<file path="config.mk">
export PLATFORM = sky130hd
export DESIGN_NAME = mem_ctrl_flat
export DESIGN_NICKNAME = d
export VERILOG_FILES = /design/src/rtl/mem_ctrl_if.sv /design/src/rtl/mem_ctrl.sv /design/src/flat_wrapper.sv
export SDC_FILE = /design/constraint.sdc
export NUM_CORES = 1
export LEC_CHECK = 0
export BUFFER_PORTS_ARGS = -buffer_cell sky130_fd_sc_hd__buf_2
export CAP_MARGIN = 20
export CORE_MARGIN = 4
export CORE_UTILIZATION = 35
export CTS_CLUSTER_DIAMETER = 80
export DETAILED_ROUTE_END_ITERATION = 8
export GPL_TIMING_DRIVEN = 0
export MAX_ROUTING_LAYER = met4
export PLACE_DENSITY_LB_ADDON = 0.12
export SETUP_SLACK_MARGIN = 0.4
export SYNTH_ARGS = -nofsm -noshare
export SYNTH_HDL_FRONTEND = slang
export SYNTH_SLANG_ARGS = --single-unit
</file>
<file path="constraint.sdc">
create_clock -name clk -period 8.01 [get_ports clk]
set_input_delay 0.801 -clock clk [delete_from_list [all_inputs] [get_ports clk]]
set_output_delay 0.801 -clock clk [all_outputs]
set_load 0.01 [all_outputs]
</file>
<file path="src/rtl/mem_ctrl_if.sv">
// Data-bus side of the load/store controller:
// req/gnt address phase plus rvalid read-data return.
interface mem_ctrl_if #(
  parameter int ADDR_W = 32,
  parameter int DATA_W = 32
);
  logic              bus_req_o;
  logic              bus_we_o;
  logic [ADDR_W-1:0] bus_addr_o;
  logic [DATA_W-1:0] bus_wdata_o;
  logic              bus_gnt_i;
  logic              bus_rvalid_i;
  logic [DATA_W-1:0] bus_rdata_i;

  modport master (
    output bus_req_o,
    output bus_we_o,
    output bus_addr_o,
    output bus_wdata_o,
    input  bus_gnt_i,
    input  bus_rvalid_i,
    input  bus_rdata_i
  );

  modport slave (
    input  bus_req_o,
    input  bus_we_o,
    input  bus_addr_o,
    input  bus_wdata_o,
    output bus_gnt_i,
    output bus_rvalid_i,
    output bus_rdata_i
  );
endinterface

</file>
<file path="src/rtl/mem_ctrl.sv">
// Load/store bus controller: turns ex's mem request into a
// req/gnt/rvalid bus transaction and stalls the pipe until done.
module mem_ctrl #(
  parameter int ADDR_W  = 32,
  parameter int DATA_W  = 32,
  parameter int TIMEOUT = 16
) (
  input  logic              clk,
  input  logic              rst,
  input  logic              req_i,
  input  logic              we_i,
  input  logic [ADDR_W-1:0] raddr_i,
  input  logic [ADDR_W-1:0] waddr_i,
  input  logic [DATA_W-1:0] wdata_i,
  output logic [DATA_W-1:0] rdata_o,
  output logic              hold_o,
  output logic              err_o,
  mem_ctrl_if.master        bus
);
  localparam int CNT_W = $clog2(TIMEOUT + 1);
  localparam logic [CNT_W-1:0] CNT_LAST = CNT_W'(TIMEOUT - 1);
  localparam logic [CNT_W-1:0] CNT_MAX  = '1;

  typedef enum logic [1:0] {
    IDLE,
    REQ,
    WAIT,
    DONE
  } state_e;

  state_e            state_q, state_d;
  logic              we_q, we_d;
  logic [ADDR_W-1:0] addr_q, addr_d;
  logic [DATA_W-1:0] wdata_q, wdata_d;
  logic [DATA_W-1:0] rdata_q, rdata_d;
  logic              err_q, err_d;
  logic              breq_q, breq_d;
  logic [CNT_W-1:0]  cnt_q, cnt_d;
  logic [CNT_W-1:0]  cnt_inc;
  logic              expired;

  assign expired = (cnt_q == CNT_LAST);
  assign cnt_inc = (cnt_q == CNT_MAX) ? cnt_q : cnt_q + 1'b1;

  always_comb begin
    state_d = state_q;
    we_d    = we_q;
    addr_d  = addr_q;
    wdata_d = wdata_q;
    rdata_d = rdata_q;
    err_d   = err_q;
    breq_d  = breq_q;
    cnt_d   = cnt_q;
    unique case (state_q)
      IDLE: begin
        if (req_i) begin
          we_d    = we_i;
          addr_d  = we_i ? waddr_i : raddr_i;
          wdata_d = wdata_i;
          cnt_d   = '0;
          breq_d  = 1'b1;
          state_d = REQ;
        end
      end
      REQ: begin
        if (bus.bus_gnt_i) begin
          cnt_d  = '0;
          breq_d = 1'b0;
          if (we_q) begin
            state_d = DONE;
          end else if (bus.bus_rvalid_i) begin
            rdata_d = bus.bus_rdata_i;
            state_d = DONE;
          end else begin
            state_d = WAIT;
          end
        end else if (expired) begin
          breq_d  = 1'b0;
          rdata_d = '0;
          err_d   = 1'b1;
          state_d = DONE;
        end else begin
          cnt_d = cnt_inc;
        end
      end
      WAIT: begin
        if (bus.bus_rvalid_i) begin
          rdata_d = bus.bus_rdata_i;
          state_d = DONE;
        end else if (expired) begin
          rdata_d = '0;
          err_d   = 1'b1;
          state_d = DONE;
        end else begin
          cnt_d = cnt_inc;
        end
      end
      DONE: state_d = IDLE;
      default: state_d = IDLE;
    endcase
  end

  always_ff @(posedge clk or posedge rst) begin
    if (rst) begin
      state_q <= IDLE;
      we_q    <= 1'b0;
      addr_q  <= '0;
      wdata_q <= '0;
      rdata_q <= '0;
      err_q   <= 1'b0;
      breq_q  <= 1'b0;
      cnt_q   <= '0;
    end else begin
      state_q <= state_d;
      we_q    <= we_d;
      addr_q  <= addr_d;
      wdata_q <= wdata_d;
      rdata_q <= rdata_d;
      err_q   <= err_d;
      breq_q  <= breq_d;
      cnt_q   <= cnt_d;
    end
  end

  // IDLE stalls combinationally so ex never advances past a fresh request
  assign hold_o = !rst && ((state_q == IDLE) ? req_i
                                             : (state_q != DONE));

  assign rdata_o         = rdata_q;
  assign err_o           = err_q;
  assign bus.bus_req_o   = breq_q;
  assign bus.bus_we_o    = breq_q & we_q;
  assign bus.bus_addr_o  = {ADDR_W{breq_q}} & addr_q;
  assign bus.bus_wdata_o = {DATA_W{breq_q}} & wdata_q;
endmodule

</file>
<file path="src/flat_wrapper.sv">
// flat-port wrapper written by rule: the top's interface ports become plain ports
module mem_ctrl_flat 
#(
  parameter int ADDR_W  = 32,
  parameter int DATA_W  = 32,
  parameter int TIMEOUT = 16
)
  (clk, rst, req_i, we_i, raddr_i, waddr_i, wdata_i, rdata_o, hold_o, err_o, bus_bus_req_o, bus_bus_we_o, bus_bus_addr_o, bus_bus_wdata_o, bus_bus_gnt_i, bus_bus_rvalid_i, bus_bus_rdata_i);
  mem_ctrl_if #(.ADDR_W(ADDR_W), .DATA_W(DATA_W)) bus_i ();
  input  logic clk;
  input  logic rst;
  input  logic req_i;
  input  logic we_i;
  input  logic [ADDR_W-1:0] raddr_i;
  input  logic [ADDR_W-1:0] waddr_i;
  input  logic [DATA_W-1:0] wdata_i;
  output logic [DATA_W-1:0] rdata_o;
  output logic hold_o;
  output logic err_o;
  output wire logic [$bits(bus_i.bus_req_o)-1:0] bus_bus_req_o;
  output wire logic [$bits(bus_i.bus_we_o)-1:0] bus_bus_we_o;
  output wire logic [$bits(bus_i.bus_addr_o)-1:0] bus_bus_addr_o;
  output wire logic [$bits(bus_i.bus_wdata_o)-1:0] bus_bus_wdata_o;
  input wire logic [$bits(bus_i.bus_gnt_i)-1:0] bus_bus_gnt_i;
  input wire logic [$bits(bus_i.bus_rvalid_i)-1:0] bus_bus_rvalid_i;
  input wire logic [$bits(bus_i.bus_rdata_i)-1:0] bus_bus_rdata_i;
  assign bus_bus_req_o = bus_i.bus_req_o;
  assign bus_bus_we_o = bus_i.bus_we_o;
  assign bus_bus_addr_o = bus_i.bus_addr_o;
  assign bus_bus_wdata_o = bus_i.bus_wdata_o;
  assign bus_i.bus_gnt_i = bus_bus_gnt_i;
  assign bus_i.bus_rvalid_i = bus_bus_rvalid_i;
  assign bus_i.bus_rdata_i = bus_bus_rdata_i;
  mem_ctrl #(.ADDR_W(ADDR_W), .DATA_W(DATA_W), .TIMEOUT(TIMEOUT)) u_core (.clk(clk), .rst(rst), .req_i(req_i), .we_i(we_i), .raddr_i(raddr_i), .waddr_i(waddr_i), .wdata_i(wdata_i), .rdata_o(rdata_o), .hold_o(hold_o), .err_o(err_o), .bus(bus_i));
endmodule
</file>
Word level (Yosys, flattened, before mapping)
Index checks and enable logic that the tools add are counted. Widths: inputs -> output; s select.

Add/sub/neg operators: 1. Eq/ne operators: 12. Muxes and demuxes: 29. Bitwise gates (word level): 3. Reduce and logical (&&, ||, !) cells: 11.

Operators with widths (number): $mux 32 (6); $and 32x32->32 (2); $pmux 32 s2 (1); $mux 5 (5); $pmux 5 s3 (1); $reduce_and 3->1 (4); $mux 2 (5); $mux 1 (8); $ne 2x2->1 const B (4); $pmux 2 s4 (1); $ne 3x3->1 const B (2); $add 5x1->5 const B (1); $eq 5x4->1 const B (1); $eq 5x5->1 const B (1); $eq 2x2->1 const B (2); $pmux 1 s2 (2); $reduce_bool 2->1 (2); $ne 3x2->1 const B (1); $reduce_bool 3->1 (1); $eq 2x1->1 const B (1); $logic_not 2->1 (1); $reduce_and 2->1 (1); $and 1x1->1 (1); $logic_and 1x1->1 (1); $logic_not 1->1 (1).

Bits in registers: 106. Input port bits: 134. Output and inout port bits: 100. Word-level logic and storage cells: 64.

Depth between registers and ports, before layout
Depth after elaboration: 5. Mapped depth: 8.

Least setup slack after synthesis
Ideal clock, no wire load.

Kind: input -> output. Start: input req_i. End: output hold_o. Data arrival time: 1.334 ns. Path slack: 5.875 ns. Stages on the path: 3. Cells stage by stage: nand2_2 -> clkbuf_1 -> a21oi_1.

Longest elaborated chain between the ends: 2.

RTL lines: from (decl) (line flat_wrapper.sv:12) `input logic req_i;`; $mux 1 (line mem_ctrl.sv:126) `assign hold_o = !rst && ((state_q == IDLE) ? req_i`; $logic_and 1x1->1 (line mem_ctrl.sv:126); to (decl) (line flat_wrapper.sv:18) `output logic hold_o;`.

Every way passes these cells.

Final worst setup path
Start: register u_core.breq_q (netlist: u_core.bus.bus_req_o). End: output bus_bus_addr_o[26].

Longest elaborated chain between the ends: 1.

RTL lines: from (decl) (line mem_ctrl.sv:37) `logic breq_q, breq_d;`; from (signal assigned) (line mem_ctrl.sv:120) `breq_q <= breq_d;`; $and 32x32->32 (line mem_ctrl.sv:133) `assign bus.bus_addr_o = {ADDR_W{breq_q}} & addr_q;`; to (decl) (line flat_wrapper.sv:22) `output wire logic [$bits(bus_i.bus_addr_o)-1:0] bus_bus_addr_o;`.

Every way passes these cells.

==> impl_metrics.prom <==
# TYPE chip_impl_metric gauge
chip_impl_metric{name="fp.dieArea",unit="mm²"} 0.0157
chip_impl_metric{name="drtPass1Iterations",unit=""} 6
chip_impl_metric{name="max-cap-violations",unit=""} 0
chip_impl_info{name="timing.setup.critical_path_class",value="reg2out"} 1
chip_impl_metric{name="via_per_inst",unit=""} 4.72
chip_impl_metric{name="layout.core_utilization",unit="%"} 48.8
chip_impl_info{name="worst_setup_start_kind",value="register"} 1
chip_impl_metric{name="gp_congestion",unit=""} 0.821
chip_impl_metric{name="final_hold_viol_count",unit=""} 0
chip_impl_info{name="synth_commonest_cells",value="dfrtp_1 (106), and2_1 (65), nand2_1 (35), o21ai_0 (35), mux2_2 (34)"} 1
chip_impl_metric{name="core_region_area",unit="mm²"} 0.0133
chip_impl_metric{name="synth_top_area_share",unit="%"} 55.0
chip_impl_info{name="crit_path_end_kind",value="primary output"} 1
chip_impl_metric{name="layout-drive-gt1-share",unit="%"} 44.5
chip_impl_metric{name="reg_to_reg_slack_setup",unit="ns"} 5.92
chip_impl_info{name="grt_setup_unrepaired",value="no"} 1
chip_impl_info{name="crit_chain",value="clkbuf_1 -> clkbuf_1 -> and2_1 -> buf_2"} 1
chip_impl_metric{name="yosys_warnings",unit=""} 0
chip_impl_metric{name="place_hpwl",unit="mm"} 9.84
chip_impl_metric{name="yosys_register_bits",unit=""} 106
chip_impl_metric{name="synth-seq-area-share",unit="%"} 55.0
chip_impl_metric{name="hold_path_depth",unit=""} 2
chip_impl_metric{name="timing.setup.tns",unit="ns"} 0
chip_impl_metric{name="post_cts.repair.setup_buffers",unit=""} 0
chip_impl_metric{name="power_per_cell_area",unit="mW/mm²"} 392
chip_impl_metric{name="fillerInstances",unit=""} 1276
chip_impl_metric{name="synth-async-reset-ratio",unit="%"} 100
chip_impl_info{name="critical-path-slowest-cell",value="dfrtp_1"} 1
chip_impl_metric{name="grt_start_max_net_pins",unit=""} 59
chip_impl_metric{name="detail-route-antenna-nets",unit=""} 0
chip_impl_metric{name="postSynthCellCount",unit=""} 412
chip_impl_metric{name="worst_setup_hold_path_clk_slew",unit="ns"} 0.06
chip_impl_metric{name="tightestPinTransition",unit="ns"} 0.622
chip_impl_metric{name="leakagePower",unit="nW"} 3.41
chip_impl_info{name="min_from",value="u_core.addr_q[28]$_DFFE_PP0P_"} 1
chip_impl_metric{name="cts_made_buffers",unit=""} 9
chip_impl_metric{name="synth_enable_flop_cells",unit=""} 0
chip_impl_metric{name="grt_pass1_vias",unit=""} 4183
chip_impl_info{name="holdCritPathClass",value="reg2reg"} 1
chip_impl_metric{name="post_route_cell_area",unit="mm²"} 0.00652
chip_impl_metric{name="finalSetupViolCount",unit=""} 0
chip_impl_metric{name="grt_pass1_wl",unit="mm"} 21.0
chip_impl_metric{name="slew_headroom",unit="%"} 58.5
chip_impl_metric{name="routed_vias",unit=""} 3952
chip_impl_metric{name="cp.required",unit="ns"} 7.21
chip_impl_metric{name="cts_sinks",unit=""} 106
chip_impl_metric{name="insertion_delay",unit="ns"} 0.34
chip_impl_info{name="outcome",value="finished clean"} 1
chip_impl_metric{name="layout_min_cycle_time",unit="ns"} 2.88
chip_impl_metric{name="cp_max_stage_delay",unit="ns"} 0.50
chip_impl_metric{name="dr.first_iter.drc_count",unit=""} 143
chip_impl_metric{name="ctsHtreeMaxLevel",unit=""} 3
chip_impl_metric{name="worst_r2r_path_depth",unit=""} 6
chip_impl_metric{name="io-pin-count",unit=""} 234
chip_impl_metric{name="antenna_found_initial",unit=""} 1
chip_impl_metric{name="crit_fanout",unit=""} 11
chip_impl_info{name="cp_most_frequent_cell",value="clkbuf_1"} 1
chip_impl_metric{name="area_of_the_mapped_netlist",unit="mm²"} 0.00482
chip_impl_info{name="root_buffer",value="clkbuf_16"} 1
chip_impl_metric{name="initial_core_util",unit="%"} 36.1
chip_impl_metric{name="die-height",unit="µm"} 125
chip_impl_metric{name="std_cell_rows",unit=""} 42
chip_impl_metric{name="final.setup_skew",unit="ns"} 0.00826
chip_impl_metric{name="wl_per_cell",unit="µm"} 15.3
chip_impl_info{name="cts_tree",value="done"} 1
chip_impl_metric{name="x_dimension_of_the_die",unit="µm"} 125
chip_impl_metric{name="max_freq",unit="MHz"} 347
chip_impl_metric{name="overflow",unit=""} 0
chip_impl_info{name="crit-reg2reg-launch",value="u_core.state_q[0]$_DFFE_PP0P_"} 1
chip_impl_metric{name="track_usage",unit="%"} 16.9
chip_impl_info{name="ys_dominant_reg_cell",value="dfrtp_1"} 1
chip_impl_metric{name="avgSynthCellArea",unit="µm²"} 11.7
chip_impl_metric{name="flow.area_growth_from_synthesis",unit="%"} 35.1
chip_impl_info{name="synth_area_leader_cell",value="dfrtp_1"} 1
chip_impl_metric{name="port_buffers",unit=""} 232
chip_impl_metric{name="final_period_util",unit="%"} 36.0
chip_impl_metric{name="cts.path.max_buffers",unit=""} 2
chip_impl_metric{name="cp_data_arrival_time",unit="ns"} 2.08
chip_impl_metric{name="postCtsResizedCells",unit=""} 0
chip_impl_metric{name="vdd.ir_drop.worst",unit="V"} 0.000159
chip_impl_metric{name="report.final.slew_viol_count",unit=""} 0
chip_impl_info{name="crit_start",value="u_core.bus.bus_req_o$_DFFE_PP0P_"} 1
chip_impl_info{name="synth.top_cells.by_area",value="dfrtp_1 (55%), and2_1 (8.4%), mux2_2 (7.9%), mux2i_1 (6.6%), a22o_1 (6.0%)"} 1
chip_impl_info{name="hold_path_end",value="u_core.addr_q[28]$_DFFE_PP0P_"} 1
chip_impl_metric{name="detailed_route_drc_error_count",unit=""} 0
chip_impl_info{name="synthMostInstantiatedCell",value="dfrtp_1"} 1
chip_impl_metric{name="detail_route.wirelength",unit="mm"} 12.9
chip_impl_metric{name="synth.distinct_cells",unit=""} 36
chip_impl_metric{name="postPlaceCellArea",unit="mm²"} 0.00624
chip_impl_metric{name="cts-hold-fix-buffers",unit=""} 0
chip_impl_info{name="rr_endpoint",value="u_core.cnt_q[0]$_DFFE_PP0P_"} 1
chip_impl_metric{name="final_nets",unit=""} 795
chip_impl_metric{name="synth.net_count",unit=""} 551
logic make-up (layout without fill, tap and decap cells):
logic type                 Yosys count  in the layout  synth area share [%]
other                                0              2                     0
DFF                                106            106                  55.0
AOI/OAI and AO/OA                   91             91                  13.5
and+or+nand+nor                    111            111                  12.4
buffers and inverters               33            281                  3.24
adders and majority gates            5              5                  1.30
muxes                               66             66                  14.6
registers in the layout, summed over array words and instances (netlist names):
register,count
u_core.bus.bus_req_o,1
u_core.rdata_o,32
u_core.state_q,2
u_core.addr_q,32
u_core.wdata_q,32
u_core.cnt_q,5
u_core.err_o,1
u_core.we_q,1
per-stage QoR:
| step | setup slack [ns] | hold WS [ns] | cells | power [W] |
|---|---|---|---|---|
| 3_5_place_dp | 5.31 | 0.462 | 821 | 0.00216 |
| 6_report | 5.13 | 0.472 | 838 | 0.00256 |
| 4_1_cts | 5.08 | 0.478 | 836 | 0.00260 |
| 2_1_floorplan | 4.42 | 0.442 | 412 | 0.00168 |
| 5_1_grt | 4.92 | 0.494 | 837 | 0.00276 |
| 3_3_place_gp | 3.07 | 0.457 | 820 | 0.00213 |
report_power, final:
| part | total [W] | switching (W) | internal (W) |
|---|---|---|---|
| logic | 0.00121 | 0.000632 | 0.000579 |
| clock network | 0.000429 | 0.000187 | 0.000242 |
| registers | 0.000916 | 0.000125 | 0.000790 |
placed cells by master, fill, tap and decap left out, drive strengths merged:
cell type and instances:
a22oi 2, mux2 34, nand2b 1, mux2i 32, o21bai 2, nor2 3
and3b 1, bufinv 1, a221oi 1, a41o 1, inv 5, dfrtp 106
a21oi 6, o21ai 36, o211ai 1, nand2 36, buf 246, nor3 1
ha 5, nor2b 2, clkinv 1, diode 2, a41oi 1, o41a 1
o22ai 3, a21boi 1, and2 65, clkbuf 28, a22o 33, a31oi 1
nand3 1, or2 1, a21bo 1, o2bb2ai 1
worst max-delay path, delay by kind of cell (launching register included):
| kind | cells | cell delay (ns) |
|---|---|---|
| buffers and inverters | 3 | 1.04 |
| DFF | 1 | 0.50 |
| and+or+nand+nor | 1 | 0.21 |
per-layer routing:
| layer | vias up | GRT usage (%) | wire [µm] |
|---|---|---|---|
| li1 | 1925 | - | - |
| met1 | 1843 | 21.5 | 5670 |
| met2 | 166 | 26.4 | 5990 |
| met3 | 18 | 4.01 | 963 |
| met4 | 0 | 6.31 | 242 |
| met5 | - | - | 0 |
area by class of cell:
class                   count  area, µm²  area share, %
repair buffers            233       1190           18.2
plain buffers              28        138           2.11
well taps                 176        220           3.38
inverters                   5       21.3          0.326
diodes                      2       5.00         0.0768
clock buffers              13        240           3.68
flip-flops and latches    106       2650           40.7
multi-input cells         273       2020           30.9
clock inverters             2       38.8          0.595
how the worst max path moves through the flow:
stage | slack, ns | cells past startpoint | endpoint
detailed placement | 5.31 | 5 | hold_o
global placement | 3.07 | 2 | u_core.addr_q[21]$_DFFE_PP0P_
CTS | 5.08 | 6 | hold_o
finish | 5.13 | 4 | bus_bus_addr_o[26]
global route | 4.92 | 6 | hold_o
floorplan | 4.42 | 1 | u_core.addr_q[0]$_DFFE_PP0P_
Note: power is estimated with default switching activity, not from simulation.
